File: src/rtl/motor_pkg.sv
// Shared types and helpers for the motor command packer.
// Word layout: [12]=direction, [11]=change, [10:0]=speed.
package motor_pkg;

   localparam int DEF_DATA_W = 11;
   localparam int DEF_WORD_W = DEF_DATA_W + 2;
   localparam int DIR_BIT    = 12;
   localparam int CHG_BIT    = 11;

   typedef enum logic [1:0] {
      IDLE,
      STOP,
      HOLD
   } state_e;

   function automatic logic [DEF_WORD_W-1:0] pack_word(
      input logic                  dir,
      input logic                  chg,
      input logic [DEF_DATA_W-1:0] spd
   );
      logic [DEF_WORD_W-1:0] w;
      w                   = '0;
      w[DIR_BIT]          = dir;
      w[CHG_BIT]          = chg;
      w[DEF_DATA_W-1:0]   = spd;
      return w;
   endfunction

endpackage

File: src/rtl/motor_cmd_packer_if.sv
// Command handshake from the STM32 command path into the packer.
// Master drives the command, slave answers with ready.
interface motor_cmd_if #(
   parameter int DATA_W = 11
) ();

   logic              cmd_valid;
   logic              cmd_ready;
   logic              cmd_direction;
   logic [DATA_W-1:0] cmd_speed;

   modport master (
      output cmd_valid,
      output cmd_direction,
      output cmd_speed,
      input  cmd_ready
   );

   modport slave (
      input  cmd_valid,
      input  cmd_direction,
      input  cmd_speed,
      output cmd_ready
   );

endinterface

File: src/rtl/motor_hold_timer.sv
// Loadable down-counter shared by the STOP and HOLD dwell phases.
// Saturates at zero; done is high while the count is zero.
module motor_hold_timer #(
   parameter int CNT_W = 4
) (
   input  logic             clk,
   input  logic             reset,
   input  logic             load,
   input  logic [CNT_W-1:0] load_val,
   output logic             done
);

   logic [CNT_W-1:0] cnt_q;
   logic [CNT_W-1:0] cnt_d;

   always_comb begin
      cnt_d = cnt_q;
      if (load) begin
         cnt_d = load_val;
      end else if (cnt_q != '0) begin
         cnt_d = cnt_q - 1'b1;
      end
   end

   always_ff @(posedge clk) begin
      if (reset) begin
         cnt_q <= '0;
      end else begin
         cnt_q <= cnt_d;
      end
   end

   assign done = (cnt_q == '0);

endmodule

File: src/rtl/motor_cmd_packer.sv
// Packs direction/speed commands into motor words, with change bit,
// minimum hold time and a stop word before reversal at speed.
module motor_cmd_packer
   import motor_pkg::*;
#(
   parameter int DATA_W      = 11,
   parameter int HOLD_CYCLES = 4,
   parameter int STOP_CYCLES = 8
) (
   input  logic              clk,
   input  logic              reset,
   motor_cmd_if.slave        cmd,
   output logic [DATA_W+1:0] word_out,
   output logic              word_strobe,
   output logic              busy
);

   localparam int CNT_MAX = (HOLD_CYCLES > STOP_CYCLES) ?
                            HOLD_CYCLES : STOP_CYCLES;
   localparam int CNT_W   = $clog2(CNT_MAX + 1);

   localparam logic [CNT_W-1:0] HOLD_LD = CNT_W'(HOLD_CYCLES - 1);
   localparam logic [CNT_W-1:0] STOP_LD = CNT_W'(STOP_CYCLES - 1);

   state_e              state_q, state_d;
   logic [DATA_W+1:0]   word_q, word_d;
   logic                strobe_q, strobe_d;
   logic                last_dir_q, last_dir_d;
   logic [DATA_W-1:0]   last_spd_q, last_spd_d;
   logic                lat_dir_q, lat_dir_d;
   logic [DATA_W-1:0]   lat_spd_q, lat_spd_d;

   logic                accept;
   logic                dup;
   logic                rev;
   logic                tmr_load;
   logic [CNT_W-1:0]    tmr_val;
   logic                tmr_done;

   assign cmd.cmd_ready = (state_q == IDLE) & ~reset;
   assign accept        = cmd.cmd_valid & cmd.cmd_ready;

   assign dup = (cmd.cmd_direction == last_dir_q) &&
                (cmd.cmd_speed == last_spd_q);
   assign rev = (cmd.cmd_direction != last_dir_q) &&
                (last_spd_q != '0) &&
                (cmd.cmd_speed != '0);

   always_comb begin
      state_d    = state_q;
      word_d     = word_q;
      strobe_d   = 1'b0;
      last_dir_d = last_dir_q;
      last_spd_d = last_spd_q;
      lat_dir_d  = lat_dir_q;
      lat_spd_d  = lat_spd_q;
      tmr_load   = 1'b0;
      tmr_val    = '0;
      unique case (state_q)
         IDLE: begin
            if (accept) begin
               unique case (1'b1)
                  dup: begin
                  end
                  rev: begin
                     // Park at zero speed in the old direction first
                     word_d    = {last_dir_q, 1'b0, {DATA_W{1'b0}}};
                     strobe_d  = 1'b1;
                     lat_dir_d = cmd.cmd_direction;
                     lat_spd_d = cmd.cmd_speed;
                     tmr_load  = 1'b1;
                     tmr_val   = STOP_LD;
                     state_d   = STOP;
                  end
                  default: begin
                     word_d     = {cmd.cmd_direction,
                                   cmd.cmd_direction != last_dir_q,
                                   cmd.cmd_speed};
                     strobe_d   = 1'b1;
                     last_dir_d = cmd.cmd_direction;
                     last_spd_d = cmd.cmd_speed;
                     tmr_load   = 1'b1;
                     tmr_val    = HOLD_LD;
                     state_d    = HOLD;
                  end
               endcase
            end
         end
         STOP: begin
            if (tmr_done) begin
               word_d     = {lat_dir_q, 1'b1, lat_spd_q};
               strobe_d   = 1'b1;
               last_dir_d = lat_dir_q;
               last_spd_d = lat_spd_q;
               tmr_load   = 1'b1;
               tmr_val    = HOLD_LD;
               state_d    = HOLD;
            end
         end
         HOLD: begin
            if (tmr_done) begin
               state_d = IDLE;
            end
         end
         default: begin
            state_d = IDLE;
         end
      endcase
   end

   always_ff @(posedge clk) begin
      if (reset) begin
         state_q    <= IDLE;
         word_q     <= '0;
         strobe_q   <= 1'b0;
         last_dir_q <= 1'b0;
         last_spd_q <= '0;
         lat_dir_q  <= 1'b0;
         lat_spd_q  <= '0;
      end else begin
         state_q    <= state_d;
         word_q     <= word_d;
         strobe_q   <= strobe_d;
         last_dir_q <= last_dir_d;
         last_spd_q <= last_spd_d;
         lat_dir_q  <= lat_dir_d;
         lat_spd_q  <= lat_spd_d;
      end
   end

   motor_hold_timer #(
      .CNT_W (CNT_W)
   ) u_timer (
      .clk      (clk),
      .reset    (reset),
      .load     (tmr_load),
      .load_val (tmr_val),
      .done     (tmr_done)
   );

   assign word_out    = word_q;
   assign word_strobe = strobe_q;
   assign busy        = (state_q != IDLE);

endmodule

File: src/flat_wrapper.sv
// flat-port wrapper written by rule: the top's interface ports become plain ports
module motor_cmd_packer_flat import motor_pkg::*;
#(
   parameter int DATA_W      = 11,
   parameter int HOLD_CYCLES = 4,
   parameter int STOP_CYCLES = 8
)
  (clk, reset, word_out, word_strobe, busy, cmd_cmd_valid, cmd_cmd_direction, cmd_cmd_speed, cmd_cmd_ready);
  motor_cmd_if #(.DATA_W(DATA_W)) cmd_i ();
  input  logic clk;
  input  logic reset;
  output logic [DATA_W+1:0] word_out;
  output logic word_strobe;
  output logic busy;
  input wire logic [$bits(cmd_i.cmd_valid)-1:0] cmd_cmd_valid;
  input wire logic [$bits(cmd_i.cmd_direction)-1:0] cmd_cmd_direction;
  input wire logic [$bits(cmd_i.cmd_speed)-1:0] cmd_cmd_speed;
  output wire logic [$bits(cmd_i.cmd_ready)-1:0] cmd_cmd_ready;
  assign cmd_i.cmd_valid = cmd_cmd_valid;
  assign cmd_i.cmd_direction = cmd_cmd_direction;
  assign cmd_i.cmd_speed = cmd_cmd_speed;
  assign cmd_cmd_ready = cmd_i.cmd_ready;
  motor_cmd_packer #(.DATA_W(DATA_W), .HOLD_CYCLES(HOLD_CYCLES), .STOP_CYCLES(STOP_CYCLES)) u_core (.clk(clk), .reset(reset), .cmd(cmd_i), .word_out(word_out), .word_strobe(word_strobe), .busy(busy));
endmodule
File: config.mk
export PLATFORM = sky130hd
export DESIGN_NAME = motor_cmd_packer_flat
export DESIGN_NICKNAME = d
export VERILOG_FILES = /design/src/rtl/motor_pkg.sv /design/src/rtl/motor_cmd_packer_if.sv /design/src/rtl/motor_hold_timer.sv /design/src/rtl/motor_cmd_packer.sv /design/src/flat_wrapper.sv
export SDC_FILE = /design/constraint.sdc
export NUM_CORES = 1
export LEC_CHECK = 0
export BUFFER_PORTS_ARGS = -buffer_cell sky130_fd_sc_hd__buf_2
export CAP_MARGIN = 20
export CORE_MARGIN = 8
export CORE_UTILIZATION = 44
export DETAILED_ROUTE_END_ITERATION = 8
export GPL_TIMING_DRIVEN = 0
export HOLD_SLACK_MARGIN = 0.06
export PLACE_DENSITY = 0.65
export REMOVE_ABC_BUFFERS = 1
export SYNTH_ARGS = -nofsm -noshare
export SYNTH_HDL_FRONTEND = slang
export SYNTH_SLANG_ARGS = --single-unit
File: constraint.sdc
create_clock -name clk -period 2.3 [get_ports clk]
set_input_delay 0.115 -clock clk [delete_from_list [all_inputs] [get_ports clk]]
set_output_delay 0.115 -clock clk [all_outputs]
set_load 0.02 [all_outputs]
# Yosys cells after proc, flatten, opt, wreduce, memory -nomap -nowiden
# Index checks and enable logic that the tools add are counted.
# word_totals
regBits	44
in_bits	15
output_inout_bits	16
wordCells	65
# classes
n_addsub	1
eq_ne	10
n_mux	27
n_bitwise	3
reduce_logical	16
# op_table
operator	count
one-hot mux 13 bit (2 select lines)	2
2-to-1 mux 11 bit	3
2-to-1 mux 13 bit	2
one-hot mux 11 bit (2 select lines)	1
nonzero test 11 bit	2
2-to-1 mux 4 bit	3
AND reduction 4 bit	3
== test 11 bit	1
2-to-1 mux 2 bit	4
one-hot mux 4 bit (2 select lines)	1
2-to-1 mux 1 bit	6
!= test 2 x 1 -> 1 bit (second input constant)	3
one-hot mux 2 bit (3 select lines)	1
one-hot mux 3 bit (2 select lines)	1
nonzero test 2 bit	3
logical NOT 4 bit	1
!= test 2 bit (second input constant)	2
one-hot mux 1 bit (2 select lines)	2
one-hot mux 2 bit (2 select lines)	1
nonzero test 4 bit	1
subtractor 4 x 1 -> 4 bit (second input constant)	1
logical AND 1 bit	3
AND reduction 3 bit	1
bitwise AND 1 bit	2
7 further kinds	7

# Logic depth before layout (Yosys ltp)
# Gate-level depths: netlist of the first run.
# logic_depth
word_depth	7
depth_mapped	8
mapped_depth_nobuf	7

# Cells and area by module
# Synthesis of the first run repeated with hierarchy kept, for this count alone.
# hier_totals
cells_unflattened	235
area_unflattened_um2	2343.5
# modules_own_cells
mod	n_inst	cells_per_inst	area_per_inst_um2	seq_area_each_um2
motor_cmd_packer	1	211	2114.5	800.8
motor_hold_timer	1	24	229.0	80.1

# Least setup slack after synthesis of the first run
# No wires, ideal clock.
# synth_timing
path_kind	register to register
from	register u_core.u_timer.cnt_q[0]
to	register u_core.last_spd_q[0]
setup_time_ns	0.139
t_arrival_ns	1.601
t_required_ns	2.161
path_slack_ns	0.560
path_stages_with_launch	9
n_path_buf	1
synth_period_minus_slack_ns	1.740
cell_sequence	dfxtp_1 inv_1 ha_1 nor3b_2 a21oi_1 or2_2 nor2_4 buf_6 a311oi_1
# synth_between
elab_chain_len	3
# synth_lines
item	line_no	rtl
start: declaration	motor_hold_timer.sv:13	logic [CNT_W-1:0] cnt_q;
start signal: assignment	motor_hold_timer.sv:29	cnt_q <= cnt_d;
logical NOT 4 bit	motor_hold_timer.sv:33	assign done = (cnt_q == '0);
!= test 2 x 1 -> 1 bit (no line)	--	
AND reduction 4 bit (no line)	--	
end signal: assignment	motor_cmd_packer.sv:125	last_spd_q <= last_spd_d;
end: declaration	motor_cmd_packer.sv:29	logic [DATA_W-1:0] last_spd_q, last_spd_d;
# Every way passes these cells.
# A chain may end at the register's enable or synchronous reset.

# Final worst setup path of the first run
# layout_timing
from	register u_core.u_timer.cnt_q[0]
to	register u_core.word_q[3], in the netlist u_core.word_out[3]
# layout_between
elab_chain_len	3
# layout_lines
item	line_no	rtl
logical NOT 4 bit	motor_hold_timer.sv:33	
!= test 2 x 1 -> 1 bit (no line)	--	
AND reduction 4 bit (no line)	--	
end signal: assignment	motor_cmd_packer.sv:122	word_q <= word_d;
end: declaration	motor_cmd_packer.sv:26	logic [DATA_W+1:0] word_q, word_d;
# Every way passes these cells.

==> results summary, run 1 <==
The flow ran to the end, and the final reports show no timing, DRC or antenna violations. The clock tree from TritonCTS is built. The count of maximum capacitance violations is 0.

The worst vdd rail ir drop came out at 0.000576 V. The starting density of the core came out at 45.8%. The synthesis-stage register bit count came out at 44. After clock tree synthesis, the clock-pin slew on the worst setup and hold paths is 80 ps. The number of antenna violations at the first check in global routing came out at 0. From left edge to right edge, the die measures 86.4 um. The overall power came out at 3620 uW. The remaining design rule violation count is 0. In this design, the stage delay of the slowest critical-path cell is 350 ps. The flop-to-flop setup slack came out at 250 ps. The synthesized area per cell came out at 9.35 sq um. The count of yosys warnings during synthesis came out at 0.

After detailed routing, the total wire length is 5610 um. The count of inserted antenna diode cells came out at 0. The post-synthesis sequential area ratio came out at 40.4%. The largest net degree at the start of global routing came out at 52. Clock latency on the worst-skew pair, taken at its later pin, is 300 ps. The routed via count came out at 1891. The root buffer cell chosen for the clock tree is clkbuf_8. In the final design database the tool counted 282 nets.

Pin placement for this block handled 31 I/O pins. After clock tree synthesis, the flow added hold-fix buffers numbering 0. During placement, the flow inserted port buffers numbering 30. The number of global-route vias before repair is 1871.

The number of synthesized flops with an enable pin is 0. Across every metal layer, demand over resource in global routing totals 15.6%. In this run the worst path has a maximum fanout of 7.

The leakage power figure is 0.00109 uW. On the final layout, the worst hold slack is 122 ps. The number of sinks on the clock net is 44. The number of H-tree levels is 2. Leaving out fill and tap cells, the most frequent cells in the layout are dfxtp_1, buf_2, a21oi_1, nor2_1, mux2i_1. The number of optimization iterations in the first detailed-route pass is 4.

The critical path goes through inv_1 > ha_1 > nor3b_2 > a21oi_2 > nor2_4 > nand3_1 > o32ai_1. The worst setup path is launched from a flip-flop. The fraction of the core area covered by cells at the end of the flow came out at 54.1%. The DRC violation total after the first TritonRoute iteration is 94. The slew of the pin with the lowest slew margin came out at 932 ps. The number of buffers on the longest clock path is 2. The floorplan step defined a core boundary enclosing 4750 sq um. The HPWL after detailed placement is 3240 um.

The synthesis-to-layout area growth came out at 18.0%. The number of buffers created by CTS is 5. The classification of the worst setup path is reg -> reg. The count of mapped cells out of synthesis came out at 233. Setup repair after global routing left no endpoint under its margin. The most instantiated flip-flop cell in the synthesis netlist is dfxtp_1. The total power per unit cell area came out at 1410 nW/um^2.

The count of endpoints failing hold in the final timing report came to 0. The required arrival time at the worst endpoint is 2500 ps. The post-synthesis instance area came out at 2180 sq um.

The post-route fraction of the period consumed by the critical path came out at 89.0%. Of the cells placed in the final design, the portion with a size suffix greater than 1 is 24.2%. The area of the die is 7460 sq um. The first global-routing pass estimated 9450 um of wire. Based on the critical path, the design can be clocked at up to 0.489 GHz. Leaving out fill and tap cells, the most frequent cell in the layout is dfxtp_1. The distinct cell type count after synthesis came out at 44. The per-cell via count in the routed design is 5.70. The fraction of registers with async set or reset after synthesis came out at 0%. The count of endpoints failing setup in the final report came out at 0. Among all stages on the critical path, the largest delay is contributed by nor3b_2. STA classifies the critical path endpoint as a flip-flop.

The number of pins with negative max-slew slack in the final report is 0. The shortest clock period the worst path allows after layout is 2050 ps. The overall overflow remaining after global route is 0. The routed length per placed instance is 16.9 um. The number of rows created at floorplan came out at 25. The normalized max-slew margin is 37.8%. For the worst setup path, the data arrival time is 2240 ps. For the final database, setup skew stands at 6.14 ps. The residual antenna-violating net count after detailed routing is 0. The height of the chip is 86.4 um. The path type of the worst min-delay path is in -> reg. The routability congestion estimate from global placement is 0.824.
## Yosys cell counts, drive strengths merged (3+ instances only)
library cell,instances,share of area [%]
a311oi,13,5.2
a21oi,29,6.7
nor4,6,2.0
buf,10,3.4
nor3,6,1.4
clkbuf,7,1.2
and2,7,2.0
nor2,18,3.4
mux2i,16,7.4
o32ai,4,1.6
a211oi,8,2.8
nand3,3,0.92
xor2,13,5.6
nand2,5,0.86
dfxtp,44,40
a31oi,13,4.0
nand2b,5,1.4
inv,4,0.69
o21ai,4,0.92
## kinds of logic (layout without fill, tap and decap cells)
logic type	Yosys count	after routing	synth area share [%]
muxes	16	16	7.35
buffers and inverters	21	50	5.34
DFF	44	44	40.4
adders and majority gates	2	2	1.15
xor gates and xnor gates	14	14	5.97
and+or+nand+nor	62	65	17.5
AOI/OAI and AO/OA	74	74	22.3
## metrics by stage
stage | setup TNS, ps | setup WS (ps) | cell area, sq um | cells
2_1_floorplan | -178 | -44.4 | 2080 | 216
4_1_cts | 0 | 58.7 | 2460 | 325
6_report | 0 | 254 | 2570 | 332
3_3_place_gp | -16020 | -870 | 2310 | 313
3_5_place_dp | -5190 | -412 | 2310 | 313
5_1_grt | 0 | 48.8 | 2570 | 332
## timing repair
action                                  CTS  global route
setup buffers                             2             7
cloned                                    3             0
endpoints found under the setup margin   30            27
pin swaps                                 3             5
resized for setup                         3             6
## path summary, 6_finish.rpt
check / start / depth (start not counted) / to
max: u_core.u_timer.cnt_q[0] / 7 / u_core.word_out[3]
min: cmd_cmd_speed[10] / 3 / u_core.lat_spd_q[10]
max reg2reg: u_core.u_timer.cnt_q[0] / 7 / u_core.word_out[3]
min reg2reg: u_core.lat_spd_q[1] / 2 / u_core.lat_spd_q[1]
## per-layer routing
metal / share of wire (%) / global-route usage, %
met1: 48 / 20.7
met2: 46 / 23.9
met3: 5.6 / 3.88
met4: 0.87 / 5.48
met5: 0 / 0
## critical path: cells and delay by family (launching register included)
family | cells | cell delay, ps
and+or+nand+nor | 3 | 810
DFF | 1 | 310
AOI/OAI and AO/OA | 2 | 540
adders and majority gates | 1 | 190
buffers and inverters | 1 | 100
## state kept, by name, indices dropped and copies added (netlist names)
signal	cells
u_core.u_timer.cnt_q	4
u_core.word_out	13
u_core.lat_dir_q	1
u_core.last_dir_q	1
u_core.word_strobe	1
u_core.last_spd_q	11
u_core.state_q	2
u_core.lat_spd_q	11
## power breakdown
part           switching [uW]  internal, uW
registers                 211          1010
clock network             259           268
logic                    1130           753
## final cells by class
| class | count | area [sq um] |
|---|---|---|
| well taps | 67 | 83.8 |
| clock buffers | 7 | 96.3 |
| multi-input cells | 171 | 1250 |
| fillers | 461 | 2180 |
| repair buffers | 39 | 243 |
| flip-flops and latches | 44 | 881 |
| inverters | 4 | 15.0 |
Note: power is estimated with default switching activity, not from simulation.
==> inputs of run 2 (changes only) <==
==> constraint.sdc (replaced) <==
create_clock -name clk -period 2.08 [get_ports clk]
set_input_delay 0.104 -clock clk [delete_from_list [all_inputs] [get_ports clk]]
set_output_delay 0.104 -clock clk [all_outputs]
set_load 0.02 [all_outputs]
==> run 2 against run 1 <==
Setup slack worse by 150 ps. Via count up 7.7%. Clock power up 11%. Combinational power up 28%. Register-to-register slack worse by 150 ps. Final cell count up 2.1%. Die area unchanged. Critical path depth down 1. Non-clock buffer count up 6. Global-route usage up 0.81 points. Clock-buffer cell count unchanged. First-iteration DRC count up 84%. Largest cell class unchanged. Largest power group unchanged.
==> results summary, run 2 (synthesis results as in run 1) <==
The clock-pin slew of the registers on the worst-case setup and hold paths is 80 ps (about the same). The remaining design rule violation count came out at 0 (unchanged). The worst vdd rail ir drop is 0.000623 V (+8.2%).

The overall overflow remaining after global route came out at 0 (unchanged). The worst setup path is of the reg -> reg kind. The largest net degree at the start of global routing is 52 (unchanged). The arrival time reported for the critical path endpoint came to 2120 ps (-120 ps). Among all stages on the critical path, the largest delay is contributed by nor4_4. The I/O pin total is 31 (unchanged). The number of rows created at floorplan came out at 25 (unchanged).

The shortest clock period the worst path allows after layout is 1980 ps (-71.0 ps). The starting density of the core came out at 45.8% (unchanged). STA classifies the critical path endpoint as a flip-flop. The DRC violation total after the first TritonRoute iteration was 173 (+84%). The number of optimization iterations in the first detailed-route pass is 5 (+1). The number of buffers on the longest clock path is 2 (unchanged). The number of flip-flops under the largest register name is 13 (unchanged).

The first-pass GRT wire length is 9820 um (+3.9%). The delay contributed by the slowest stage of the critical path came out at 390 ps (+40 ps). The quantity of I/O buffers inserted on ports came to 30 (unchanged). The slew of the pin with the lowest slew margin came out at 932 ps (-0.321 ps). The number of pins with negative max-slew slack in the final report came to 0 (unchanged). The die width was 86.4 um (unchanged). The worst-skew pair later-pin latency came out at 300 ps (about the same). The number of antenna violations at the first check in global routing came out at 0 (unchanged).

The most common cell after layout, fill and taps aside is dfxtp_1. The tightest min-delay check is of the in -> reg type. The total buffers and inverters traversed by the critical path came out at 1 (unchanged). The maximum operating frequency came out at 0.506 GHz (+3.6%).

The synthesis-to-layout area growth came out at 22.5%. The routed length per placed instance was 17.9 um (+5.8%). The number of nets in the finished design is 289 (+2.5%). The area of the die came out at 7460 sq um (unchanged). The per-cell via count in the routed design is 6.01 (+5.4%). The total power per unit cell area came out at 1630 nW/um^2 (+16%). The routed via count was 2036 (+7.7%). The post-route fraction of the period consumed by the critical path is 95.0% (+6.0 points).

The worst-path maximum fanout came out at 6 (-1). The required arrival time at the worst endpoint came out at 2220 ps (-280 ps). The count of inserted antenna diode cells is 0 (unchanged).

The routability congestion estimate from global placement is 0.824 (unchanged). The fraction of the core area covered by cells at the end of the flow came out at 56.1% (+2.1 points). The number of buffers created by CTS came out at 5 (unchanged). The aggregate routed wire length came out at 6060 um (+8.0%). Walking the worst path, the cells encountered are xor2_4 > nor4_4 > nand4_1 > buf_4 > a31oi_1 > a311oi_1. Setup repair after global routing could not meet its margin everywhere. The residual antenna-violating net count after detailed routing is 0 (unchanged). The count of maximum capacitance violations is 0 (unchanged). The worst-case setup slack after placement came out at -632 ps (-220 ps).

The count of endpoints failing hold in the final timing report was 0 (unchanged). Broken down by cell family, the worst path's largest delay share belongs to simple AND/OR/NAND/NOR gates. The leakage power figure was 0.00112 uW (+3.1%). The number of sinks on the clock net came out at 44 (unchanged).

The count of endpoints failing setup in the final report was 0 (unchanged). The normalized max-slew margin came out at 37.9% (about the same). The count of fill cells added during filler insertion is 451 (-2.2%). The number of global-route vias before repair is 1923 (+2.8%). The placeable core region is 4750 sq um (unchanged). The layout cell share with drive strength beyond 1 came out at 27.6% (+3.4 points). The root buffer cell is clkbuf_8.

The maximum clock skew at final layout came out at 5.27 ps (-0.872 ps). The height of the chip was 86.4 um (unchanged). The global router's overall resource usage came out at 16.4% (+0.81 points).

TritonCTS built the clock tree. The flow ran to the end, and the final reports show no timing, DRC or antenna violations. The number of H-tree levels came out at 2 (unchanged). STA classifies the critical path startpoint as a flip-flop.

The top cell types in the final layout, fill and taps aside, are dfxtp_1, buf_2, a21oi_1, nor2_1, mux2i_1. The HPWL after detailed placement came out at 3240 um (unchanged). The number of hold buffers added after CTS came out at 0 (unchanged). The post-layout worst setup margin came to 105 ps (-149 ps).
[run 2: path summary, 6_finish.rpt]
path,endpoint,cells past startpoint,slack (ps),startpoint
min reg2reg,u_core.lat_spd_q[1],2,490,u_core.lat_spd_q[1]
max reg2reg,u_core.last_spd_q[7],6,100,u_core.last_dir_q
min,u_core.lat_spd_q[10],3,100,cmd_cmd_speed[10]
max,u_core.last_spd_q[7],6,100,u_core.last_dir_q
[run 2: layout make-up]
class                           instances  area [sq um]  area share [%]
Multi-Input combinational cell        172          1320            49.3
Sequential cell                        44           883            33.1
Timing Repair Buffer                   45           275            10.3
Clock buffer                            7          96.3            3.61
Tap cell                               67          83.8            3.14
Inverter                                4          15.0           0.563
[run 2: report_power, final]
group	internal (uW)	switching, uW	leakage [uW]
logic	1000	1400	0.000713
clock network	296	290	0.0000503
registers	1120	254	0.000361
[run 2: what timing repair did]
item                                    CTS  global route
cloned                                    3             1
resized for setup                         9             9
endpoints found under the setup margin   31            39
setup buffers                            10             5
pin swaps                                 6             1
[run 2: through the flow]
| stage | area [sq um] | hold slack [ps] | power [uW] | std cells | TNS (ps) |
|---|---|---|---|---|---|
| global placement | 2310 | 409 | 3100 | 313 | -22650 |
| global route | 2670 | 134 | 4640 | 339 | -39.7 |
| floorplan | 2080 | 173 | 2660 | 216 | -2810 |
| finish | 2670 | 103 | 4350 | 339 | 0 |
| CTS | 2570 | 109 | 4000 | 333 | 0 |
| detailed placement | 2310 | 420 | 3150 | 313 | -11860 |
[run 2: routing by layer]
metal  track usage [%]  vias up  share of wire [%]
li1                  -      961                  -
met1              22.0      975                 46
met2              24.4       88                 45
met3              3.69       12                6.5
met4              7.51        0                1.7
met5                 0        -                  0
[run 2: tightest hold or removal path, cell delays in order]
cell,delay [ps]
buf_2,120
mux2i_1,70
nor2_1,70
